==> config.mk <==
export PLATFORM = sky130hd
export DESIGN_NAME = csr_cmd_bridge
export DESIGN_NICKNAME = d
export VERILOG_FILES = /design/src/rtl/csr_cmd_bridge.sv
export SDC_FILE = /design/constraint.sdc
export NUM_CORES = 1
export LEC_CHECK = 0
export ABC_AREA = 1
export BUFFER_PORTS_ARGS = -buffer_cell sky130_fd_sc_hd__buf_2
export CORE_MARGIN = 2
export CORE_UTILIZATION = 54
export CTS_BUF_LIST = sky130_fd_sc_hd__clkbuf_8
export DETAILED_ROUTE_END_ITERATION = 8
export PLACE_DENSITY_LB_ADDON = 0.05
export SLEW_MARGIN = 20
export SYNTH_ARGS = -nofsm -noshare
export SYNTH_HDL_FRONTEND = slang
export SYNTH_SLANG_ARGS = --single-unit
==> constraint.sdc <==
create_clock -name clk_sys_i -period 4 [get_ports clk_sys_i]
set_input_delay 0.8 -clock clk_sys_i [delete_from_list [all_inputs] [get_ports clk_sys_i]]
set_output_delay 0.8 -clock clk_sys_i [all_outputs]
set_load 0.02 [all_outputs]
==> src/rtl/csr_cmd_bridge.sv <==
// Byte-stream command bridge: host packets in, single-beat Avalon-MM CSR reads/writes out.
// Optional inter-byte timeout in GET_DATA is enabled by defining CSR_CMD_BRIDGE_BYTE_TIMEOUT_EN.
module csr_cmd_bridge #(
    parameter int unsigned RD_TIMEOUT   = 16,
    parameter int unsigned BYTE_TIMEOUT = 1000
) (
    input  logic        clk_sys_i,
    input  logic        rst_sys_i,
    input  logic [7:0]  rx_data_i,
    input  logic        rx_valid_i,
    output logic        rx_ready_o,
    output logic [7:0]  tx_data_o,
    output logic        tx_valid_o,
    input  logic        tx_ready_i,
    output logic        read_o,
    output logic        write_o,
    output logic [3:0]  address_o,
    output logic [31:0] writedata_o,
    input  logic        readdatavalid_i,
    input  logic [31:0] readdata_i
);

    typedef enum logic [2:0] {
        StIdle, StGetData, StDoWr, StDoRd, StWaitRd, StSendStat, StSendData
    } state_e;

    localparam logic [7:0] RspWrOk   = 8'hA5;
    localparam logic [7:0] RspRdOk   = 8'h5A;
    localparam logic [7:0] RspBadOp  = 8'hE0;
    localparam logic [7:0] RspRdTmo  = 8'hE1;
    localparam logic [7:0] RdTmoLast = 8'(RD_TIMEOUT - 1);

    if (RD_TIMEOUT < 4 || RD_TIMEOUT > 255) begin : g_bad_rd_timeout
        $error("RD_TIMEOUT must be in 4..255");
    end
    if (BYTE_TIMEOUT == 0) begin : g_bad_byte_timeout
        $error("BYTE_TIMEOUT must be non-zero");
    end

    state_e      state_q, state_d;
    logic [1:0]  byte_cnt_q, byte_cnt_d;
    logic [7:0]  tmo_q, tmo_d;
    logic [31:0] rdata_q, rdata_d;
    logic [31:0] wdata_q, wdata_d;
    logic [3:0]  addr_q, addr_d;
    logic [7:0]  tx_data_q, tx_data_d;
    logic        tx_valid_q, tx_valid_d;
    logic        read_q, read_d;
    logic        write_q, write_d;
    logic        rx_fire, tx_fire;

`ifdef CSR_CMD_BRIDGE_BYTE_TIMEOUT_EN
    localparam int unsigned BtoW = $clog2(BYTE_TIMEOUT + 1);
    localparam logic [BtoW-1:0] BtoLast = BtoW'(BYTE_TIMEOUT - 1);
    logic [BtoW-1:0] bto_q, bto_d;
`endif

    assign rx_ready_o = !rst_sys_i && (state_q == StIdle || state_q == StGetData);
    assign rx_fire    = rx_valid_i && rx_ready_o;
    assign tx_fire    = tx_valid_q && tx_ready_i;

    always_comb begin
        state_d    = state_q;
        byte_cnt_d = byte_cnt_q;
        tmo_d      = tmo_q;
        rdata_d    = rdata_q;
        wdata_d    = wdata_q;
        addr_d     = addr_q;
        tx_data_d  = tx_data_q;
        tx_valid_d = tx_valid_q;
`ifdef CSR_CMD_BRIDGE_BYTE_TIMEOUT_EN
        bto_d      = bto_q;
`endif
        unique case (state_q)
            StIdle: begin
                if (rx_fire) begin
                    addr_d = rx_data_i[3:0];
                    if (rx_data_i[6:4] != 3'b000) begin
                        state_d    = StSendStat;
                        tx_valid_d = 1'b1;
                        tx_data_d  = RspBadOp;
                    end else if (rx_data_i[7]) begin
                        state_d    = StGetData;
                        byte_cnt_d = 2'd0;
`ifdef CSR_CMD_BRIDGE_BYTE_TIMEOUT_EN
                        bto_d      = '0;
`endif
                    end else begin
                        state_d = StDoRd;
                    end
                end
            end
            StGetData: begin
                if (rx_fire) begin
                    wdata_d[{byte_cnt_q, 3'b000} +: 8] = rx_data_i;
                    byte_cnt_d = byte_cnt_q + 2'd1;
                    if (byte_cnt_q == 2'd3) state_d = StDoWr;
                end
`ifdef CSR_CMD_BRIDGE_BYTE_TIMEOUT_EN
                // Stalled host: drop the partial packet without a strobe or a response.
                if (rx_fire) begin
                    bto_d = '0;
                end else if (bto_q == BtoLast) begin
                    bto_d   = '0;
                    state_d = StIdle;
                end else begin
                    bto_d = bto_q + BtoW'(1);
                end
`endif
            end
            StDoWr: begin
                state_d    = StSendStat;
                tx_valid_d = 1'b1;
                tx_data_d  = RspWrOk;
            end
            StDoRd: begin
                tmo_d   = 8'd0;
                state_d = StWaitRd;
            end
            StWaitRd: begin
                // Data arriving on the expiry cycle takes priority over the timeout.
                if (readdatavalid_i) begin
                    rdata_d    = readdata_i;
                    state_d    = StSendStat;
                    tx_valid_d = 1'b1;
                    tx_data_d  = RspRdOk;
                end else if (tmo_q == RdTmoLast) begin
                    state_d    = StSendStat;
                    tx_valid_d = 1'b1;
                    tx_data_d  = RspRdTmo;
                end else begin
                    tmo_d = tmo_q + 8'd1;
                end
            end
            StSendStat: begin
                if (tx_fire) begin
                    tx_valid_d = 1'b0;
                    byte_cnt_d = 2'd0;
                    state_d    = (tx_data_q == RspRdOk) ? StSendData : StIdle;
                end
            end
            StSendData: begin
                // Valid drops for one cycle after each handshake while the next byte is loaded.
                if (!tx_valid_q) begin
                    tx_valid_d = 1'b1;
                    tx_data_d  = rdata_q[{byte_cnt_q, 3'b000} +: 8];
                end else if (tx_ready_i) begin
                    tx_valid_d = 1'b0;
                    byte_cnt_d = byte_cnt_q + 2'd1;
                    if (byte_cnt_q == 2'd3) state_d = StIdle;
                end
            end
            default: state_d = StIdle;
        endcase
        read_d  = (state_d == StDoRd);
        write_d = (state_d == StDoWr);
    end

    always_ff @(posedge clk_sys_i or posedge rst_sys_i) begin
        if (rst_sys_i) begin
            state_q    <= StIdle;
            byte_cnt_q <= 2'd0;
            tmo_q      <= 8'd0;
            rdata_q    <= 32'd0;
            wdata_q    <= 32'd0;
            addr_q     <= 4'd0;
            tx_data_q  <= 8'd0;
            tx_valid_q <= 1'b0;
            read_q     <= 1'b0;
            write_q    <= 1'b0;
        end else begin
            state_q    <= state_d;
            byte_cnt_q <= byte_cnt_d;
            tmo_q      <= tmo_d;
            rdata_q    <= rdata_d;
            wdata_q    <= wdata_d;
            addr_q     <= addr_d;
            tx_data_q  <= tx_data_d;
            tx_valid_q <= tx_valid_d;
            read_q     <= read_d;
            write_q    <= write_d;
        end
    end

`ifdef CSR_CMD_BRIDGE_BYTE_TIMEOUT_EN
    always_ff @(posedge clk_sys_i or posedge rst_sys_i) begin
        if (rst_sys_i) bto_q <= '0;
        else           bto_q <= bto_d;
    end
`endif

    assign tx_data_o   = tx_data_q;
    assign tx_valid_o  = tx_valid_q;
    assign read_o      = read_q;
    assign write_o     = write_q;
    assign address_o   = addr_q;
    assign writedata_o = wdata_q;

endmodule

# Word-level counts from Yosys, hierarchy flattened
# Cells that the tools add are included.
# totals
romBits	0
ramBits	0
latchBits	0
n_memories	0
wordCells	96
out_inout_bits	48
ff_bits	92
# classes
n_bitwise	0
n_div	0
muxes	39
add_sub_neg	3
n_reduce_logical	18
n_eq_ne	23
n_mul	0
n_shift	3
n_lt_le_gt_ge	0
# op_table
op	n
$mux W8	7
$mux W3	11
$bwmux W32	1
$pmux W8 S4	1
$shift A8 B7 Y32 const A	1
$shiftx A32 B6 Y8	1
$shiftx A8 B7 Y32	1
$pmux W3 S7	1
$ne A2 B2 Y1 const B	10
$mux W2	8
$pmux W8 S2	1
$eq A3 B2 Y1 const B	4
$reduce_and A5 Y1	2
$eq A3 B3 Y1 const B	3
$add A8 B1 Y8 const B	1
$eq A8 B4 Y1 const B	1
$eq A8 B7 Y1 const B	1
$pmux W2 S4	1
$reduce_and A8 Y1	1
$reduce_bool A4 Y1	2
$mux W1	7
$neg A5 Y7	1
$reduce_and A2 Y1	3
$pmux W1 S5	1
13 further kinds	15

# Longest topological paths before layout
# Gate-level depths: netlist of run 1.
# depth
ltp_word	7
depth_mapped	10
ltp_nobuf	9

# Worst setup path before layout of run 1
# OpenSTA, ideal clock, no wires.
# synth_path
kind	input -> register
startpoint	in rst_sys_i
endpoint	reg wdata_q[24] (netlist: writedata_o[24])
arrival_time_ns	3.681
required_ns	3.880
setup_time_ns	0.120
setup_slack_ns	0.199
path_stages	7
cell_sequence	inv_1 nand3_4 clkinv_4 nand2_8 buf_2 o21ai_0 nand2_1
# synth_between
elab_chain_len	4
# synth_lines
element	line	source
from (decl)	8	input logic rst_sys_i,
$logic_not A1 Y1 (no source line)	-	
$logic_and A1 B1 Y1	58	assign rx_ready_o = !rst_sys_i && (state_q == StIdle || state_q == StGetData);
$logic_and A1 B1 Y1	59	assign rx_fire = rx_valid_i && rx_ready_o;
$reduce_and A2 Y1 (no source line)	-	
to (signal assigned)	176	wdata_q <= wdata_d;
to (decl)	44	logic [31:0] wdata_q, wdata_d;
# Every way passes these cells.
# A chain may end at the register's enable or synchronous reset.

# Worst setup path after layout of run 1
# layout_path
startpoint	reg byte_cnt_q[0]
endpoint	reg wdata_q[17] (netlist: writedata_o[17])
# layout_between
elab_chain_len	3
# layout_lines
element	line	source
from (decl)	41	logic [1:0] byte_cnt_q, byte_cnt_d;
from (signal assigned)	173	byte_cnt_q <= byte_cnt_d;
$neg A5 Y7 (*)	95	wdata_d[{byte_cnt_q, 3'b000} +: 8] = rx_data_i;
$shiftx A8 B7 Y32 or $shift A8 B7 Y32 (tied branches)	95	
$bwmux W32 (*)	95	
# Mark *: on every way between the ends. The rest lies on a longest branch, timed or not.

==> out/results.ini, run 1 <==
[status]
status=completed

[setup_path]
path_buf_inv=2
end_kind=flop
r2r_cells=6
path_cells=clkinv_1 > ha_1 > clkinv_1 > nor3_2 > nand2_1 > a21oi_1
crit_family=flip-flops
cpPeakStageDelay_ns=0.98
crit_top_cell=clkinv_1
crit_required_ns=4.29
worst_r2r_endpoint=writedata_o[17]$_DFFE_PP0P_
worstPathMaxFanout=27
start_kind=flop
critPathKind=reg -> reg
critical_path.endpoint=writedata_o[17]$_DFFE_PP0P_
startpoint=byte_cnt_q[0]$_DFFE_PP0P_
cp.depth=6
reg2reg_from=byte_cnt_q[0]$_DFFE_PP0P_
worst-r2r-setup-slack_ns=1.12
cp_data_arrival_time_ns=3.17
cp_slowest_cell=dfrtp_1

[synth]
synth-seq-cells=92
synth-edff-count=0
ys.warnings.count=0
synthArstFlopShare_pct=100
syn_inst=614
synth_ff_type=dfrtp_1
synth_top_area_cell=dfrtp_1
synthMuxAreaShare_pct=0
synthAdderAreaFrac_pct=1.84
synth-seq-area-share_pct=48.5
synth-xor-area-share_pct=0.369
syn-num-nets=666
synth_top_family_by_area=simple AND/OR/NAND/NOR gates
synth_area_sq_um=4750
synth_top_area_share_pct=48.5
postSynthAreaPerCell_sq_um=7.74
synth-compound-area-share_pct=6.14
synth_cell_type_count=37
synthSimpleGateAreaFrac_pct=36.4
yosys-top-cells-area=dfrtp_1, nand2_1, nand3_1, inv_1, nor2_1

[routing]
wire_per_inst_microns=13.5
routed_wl_microns=11000
ant_nets=0
drt_iter0_markers=248
vias=4205
drt-vias-per-instance=5.17
dr.pass1.iters=6
route.detailed.drc=0

[final_layout]
final_util_pct=62.8
layout.area.seq_sq_um=2300
final_area_sq_um=5420
fill_cells=833
finalNonFillerCells=814
finalNetCount=753
layout_common_cells=nand2_1, dfrtp_1, buf_2, nand3_1, inv_1
drive_above_1_share_pct=20.1
layout_commonest_cell=nand2_1
multi_input_area_sq_um=2120
areaGrowthSynthToFinish_pct=14.1
antennaDiodeCount=0

[timing]
setup_viol=0
hold_viol=0
worst_pin_slew_ns=0.951
max_slew_margin_pct=36.6
tns_ns=0
whs_ns=0.473
final_max_slew_viol_count=0
worst_slack_ns=1.12
rsz0062_at_grt=no
timing.fmax_mhz=347
finClkSkew_ns=0.0114
period_minus_slack_ns=2.88
fin_crit_sh_pct=71.9

[hold_path]
hp-class=reg -> reg

[global_routing]
overflow=0
grt_pass1_vias=4028
antenna_found_initial=0
grt_max_degree=53
grt_use_total_pct=24.8
grt_pass1_wl_microns=19200

[power]
vdd.ir_drop.worst_mv=0.293
fin_total_pwr_mw=3.41
powerDensity_nw_per_um2=629
p_leak_nw=3.10

[clocking]
clk_latency_ns=0.36
cts_tree=built
cts_inserted_buffers=9
ctsHtreeMaxLevel=3
clockBufferDepth=2
cts_resized=0
hold_buffers=0
ctsRootBufferMaster=clkbuf_8
post_cts_buffers=0
clock_sinks=92
cts.clk_slew.worst_paths_ns=0.09

[die]
coreArea_sq_um=8640
initial_core_util_pct=55.0
die_h_microns=97.8
rows=34
pin_count=93
dieWidth_microns=97.8
die_area_sq_um=9560

[place]
placed_area_sq_um=5250
dp_hpwl_microns=8010
dp_slack_ns=1.17
port_buffers=92
place_inst=798
place.gp.congestion=0.890

[run]
cap_viol_max_count=0

[state kept, by name, indices dropped and copies added (netlist names)]
| register | flops |
|---|---|
| writedata_o | 32 |
| write_o | 1 |
| read_o | 1 |
| rdata_q | 32 |
| state_q | 3 |
| tmo_q | 8 |
| tx_valid_o | 1 |
| tx_data_o | 8 |
| address_o | 4 |
| byte_cnt_q | 2 |
[Yosys cell counts, types with 6 or more instances]
cell and n:
o21ai_1 16, buf_2 12, nand3_1 71, nand2_1 247
nor2_1 42, o21ai_0 20, nor2_2 6, a21oi_1 9
inv_1 44, dfrtp_1 92, ha_1 7
[cells by family after synthesis]
group | after synthesis
flops | 92
buf+inv | 72
compound gates | 52
xor+xnor | 2
fa+ha+maj | 7
simple gates | 389
[tightest hold or removal path, stage by stage (launching register included)]
cell,delay [ns]
dfrtp_1,0.35
nand2_1,0.05
nand2_1,0.04
[layer usage]
layer  up-vias  global-route usage (%)  wire, microns  share of wire [%]
met5         -                       0              0                  0
met4         0                    7.91            163                1.5
met3        18                    4.29            434                4.0
met2       103                    41.0           5270                 48
met1      1964                    33.7           5110                 47
li1       2120                       -              -                  -
[area by class of cell]
class | instances | share of cell area [%]
inverter | 53 | 3.83
clock buffer | 10 | 2.54
clock inverter | 6 | 0.600
multi-input combinational | 450 | 39.2
tap | 108 | 2.49
sequential | 92 | 42.5
timing repair buffer | 95 | 8.91
[power by group]
part	switching [mW]	internal, mW
registers	0.254	1.22
clock network	0.319	0.236
logic	0.930	0.447
[how the worst min path moves through the flow]
stage	slack, ns	cells after the start	end	startpoint
after floorplan	0.44	2	rdata_q[11]$_DFFE_PP0P_	rdata_q[11]$_DFFE_PP0P_
after global placement	0.45	2	address_o[1]$_DFFE_PP0P_	address_o[1]$_DFFE_PP0P_
after detailed placement	0.46	2	address_o[1]$_DFFE_PP0P_	address_o[1]$_DFFE_PP0P_
after CTS	0.48	2	address_o[1]$_DFFE_PP0P_	address_o[1]$_DFFE_PP0P_
after global routing	0.50	2	rdata_q[17]$_DFFE_PP0P_	rdata_q[17]$_DFFE_PP0P_
final	0.47	2	address_o[1]$_DFFE_PP0P_	address_o[1]$_DFFE_PP0P_
No activity file was read; power rests on OpenSTA's default activity.
==> run 2, diff against run 1 <==
==> constraint.sdc (replaced) <==
create_clock -name clk_sys_i -period 2.9 [get_ports clk_sys_i]
set_input_delay 0.58 -clock clk_sys_i [delete_from_list [all_inputs] [get_ports clk_sys_i]]
set_output_delay 0.58 -clock clk_sys_i [all_outputs]
set_load 0.02 [all_outputs]
==> run 2 against run 1 <==
Count of clock-buffer cells in the layout down 1. Total power increased by 47%. Sequential power increased by 36%. Clock power grew 89%. Combinational power increased by 42%. Worst setup slack worse by 0.54 ns. First-iteration DRC count decreased by 3.2%. Wire length grew 0.40%. Utilization up 1.3 points. Critical endpoint unchanged.
==> out/results.ini, run 2 (synthesized netlist as in run 1, its figures left out) <==
[timing]
hold_viol=0
max_slew_margin_pct=41.5
final_max_slew_viol_count=0
whs_ns=0.399
finClkSkew_ns=0.0132
worst_slack_ns=0.579
period_minus_slack_ns=2.32
setup_viol=0
fin_crit_sh_pct=80.0
worst_pin_slew_ns=0.877
tns_ns=0
timing.fmax_mhz=431
rsz0062_at_grt=no

[clocking]
cts_inserted_buffers=9
cts.clk_slew.worst_paths_ns=0.10
cts_tree=built
clk_latency_ns=0.36
cts_resized=0
hold_buffers=0
ctsHtreeMaxLevel=3
clock_sinks=92
clockBufferDepth=2
post_cts_buffers=0
ctsRootBufferMaster=clkbuf_8

[global_routing]
grt_use_total_pct=24.1
grt_use_met2_pct=39.8
top_usage_layer=met2
grt_pass1_wl_microns=19000
gr-usage-met3_pct=3.44
overflow=0
grt_pass1_vias=4077
grt_max_degree=54
use_met1_pct=32.9
antenna_found_initial=0

[setup_path]
start_kind=flop
worstPathMaxFanout=13
end_kind=flop
critPathKind=reg -> reg
r2r_cells=6
crit_required_ns=3.18
cp_data_arrival_time_ns=2.60

[routing]
drt_iter0_markers=240
routed_wl_microns=11000
drt-vias-per-instance=5.15
vias=4209
ant_nets=0
wire_per_inst_microns=13.5
route.detailed.drc=0
dr.pass1.iters=5

[power]
p_leak_nw=3.14
switchingPower_mw=2.11
powerDensity_nw_per_um2=907
fin_total_pwr_mw=5.02
internal_power_mw=2.91
p_comb_share_pct=39.1
power_frac_clock_pct=20.9
p_sw_share_pct=42.0
pwr-share-seq_pct=39.9
vdd.ir_drop.worst_mv=0.422

[run]
cap_viol_max_count=0

[final_layout]
final_area_sq_um=5530
antennaDiodeCount=0
drive_above_1_share_pct=20.8
final_util_pct=64.1
areaGrowthSynthToFinish_pct=16.5
layout_commonest_cell=nand2_1
finalNetCount=757
layout_common_cells=nand2_1, dfrtp_1, buf_2, nand3_1, inv_1
finalNonFillerCells=818

[place]
place_inst=802
dp_slack_ns=0.651
placed_area_sq_um=5280
port_buffers=92
dp_hpwl_microns=8120
place.gp.congestion=0.882

[die]
dieWidth_microns=97.8
pin_count=93
die_area_sq_um=9560
rows=34
coreArea_sq_um=8640
die_h_microns=97.8
initial_core_util_pct=55.0

[hold_path]
hp-class=in -> async

[status]
status=completed

[run 2: cell types whose count changed in the layout (fill, tap and decap cells not counted), moves of 2 or more]
cell	before	now
buf_4	3	7
bufinv_16	0	3
clkinv_2	3	0
clkinv_4	1	3
inv_1	45	43
[run 2: power by group through the flow]
stage          clock network [mW]  logic, mW  registers [mW]
6_report                     1.05       1.96            2.01
5_1_grt                      1.12       2.23            2.06
4_1_cts                      1.07       1.97            2.00
3_5_place_dp                    0       1.97            2.03
3_3_place_gp                    0       1.93            2.01
2_1_floorplan                   0       1.33            2.12
[run 2: worst max-delay path, cell delays in order (launching register included)]
cell and delay (ns):
dfrtp_1 0.60, clkinv_1 0.16, ha_1 0.47, clkinv_1 0.30, nor3_2 0.47, nand2_1 0.10, a21oi_1 0.16
[run 2: final cells by class]
class / count / area, sq um
Multi-Input combinational cell: 450 / 2120
Timing Repair Buffer: 99 / 513
Fill cell: 809 / 3100
Sequential cell: 92 / 2300
Clock buffer: 9 / 124
Clock inverter: 7 / 124
Tap cell: 108 / 135
Inverter: 53 / 210
[run 2: final timing paths]
path | startpoint | to | slack [ns]
min in group clk_sys_i | readdata_i[21] | rdata_q[21]$_DFFE_PP0P_ | 0.41
max in group asynchronous | rst_sys_i | writedata_o[0]$_DFFE_PP0P_ | 1.46
setup reg to reg | byte_cnt_q[1]$_DFFE_PP0P_ | writedata_o[17]$_DFFE_PP0P_ | 0.58
hold reg to reg | rdata_q[4]$_DFFE_PP0P_ | rdata_q[4]$_DFFE_PP0P_ | 0.48
hold / removal | rst_sys_i | tmo_q[1]$_DFFE_PP0P_ | 0.40
setup / recovery | byte_cnt_q[1]$_DFFE_PP0P_ | writedata_o[17]$_DFFE_PP0P_ | 0.58
[run 2: per-layer routing]
metal  routed length [microns]  vias up
met4                       211        0
met1                      5030     1946
met2                      5280      124
met5                         0        -
li1                          -     2120
met3                       505       19
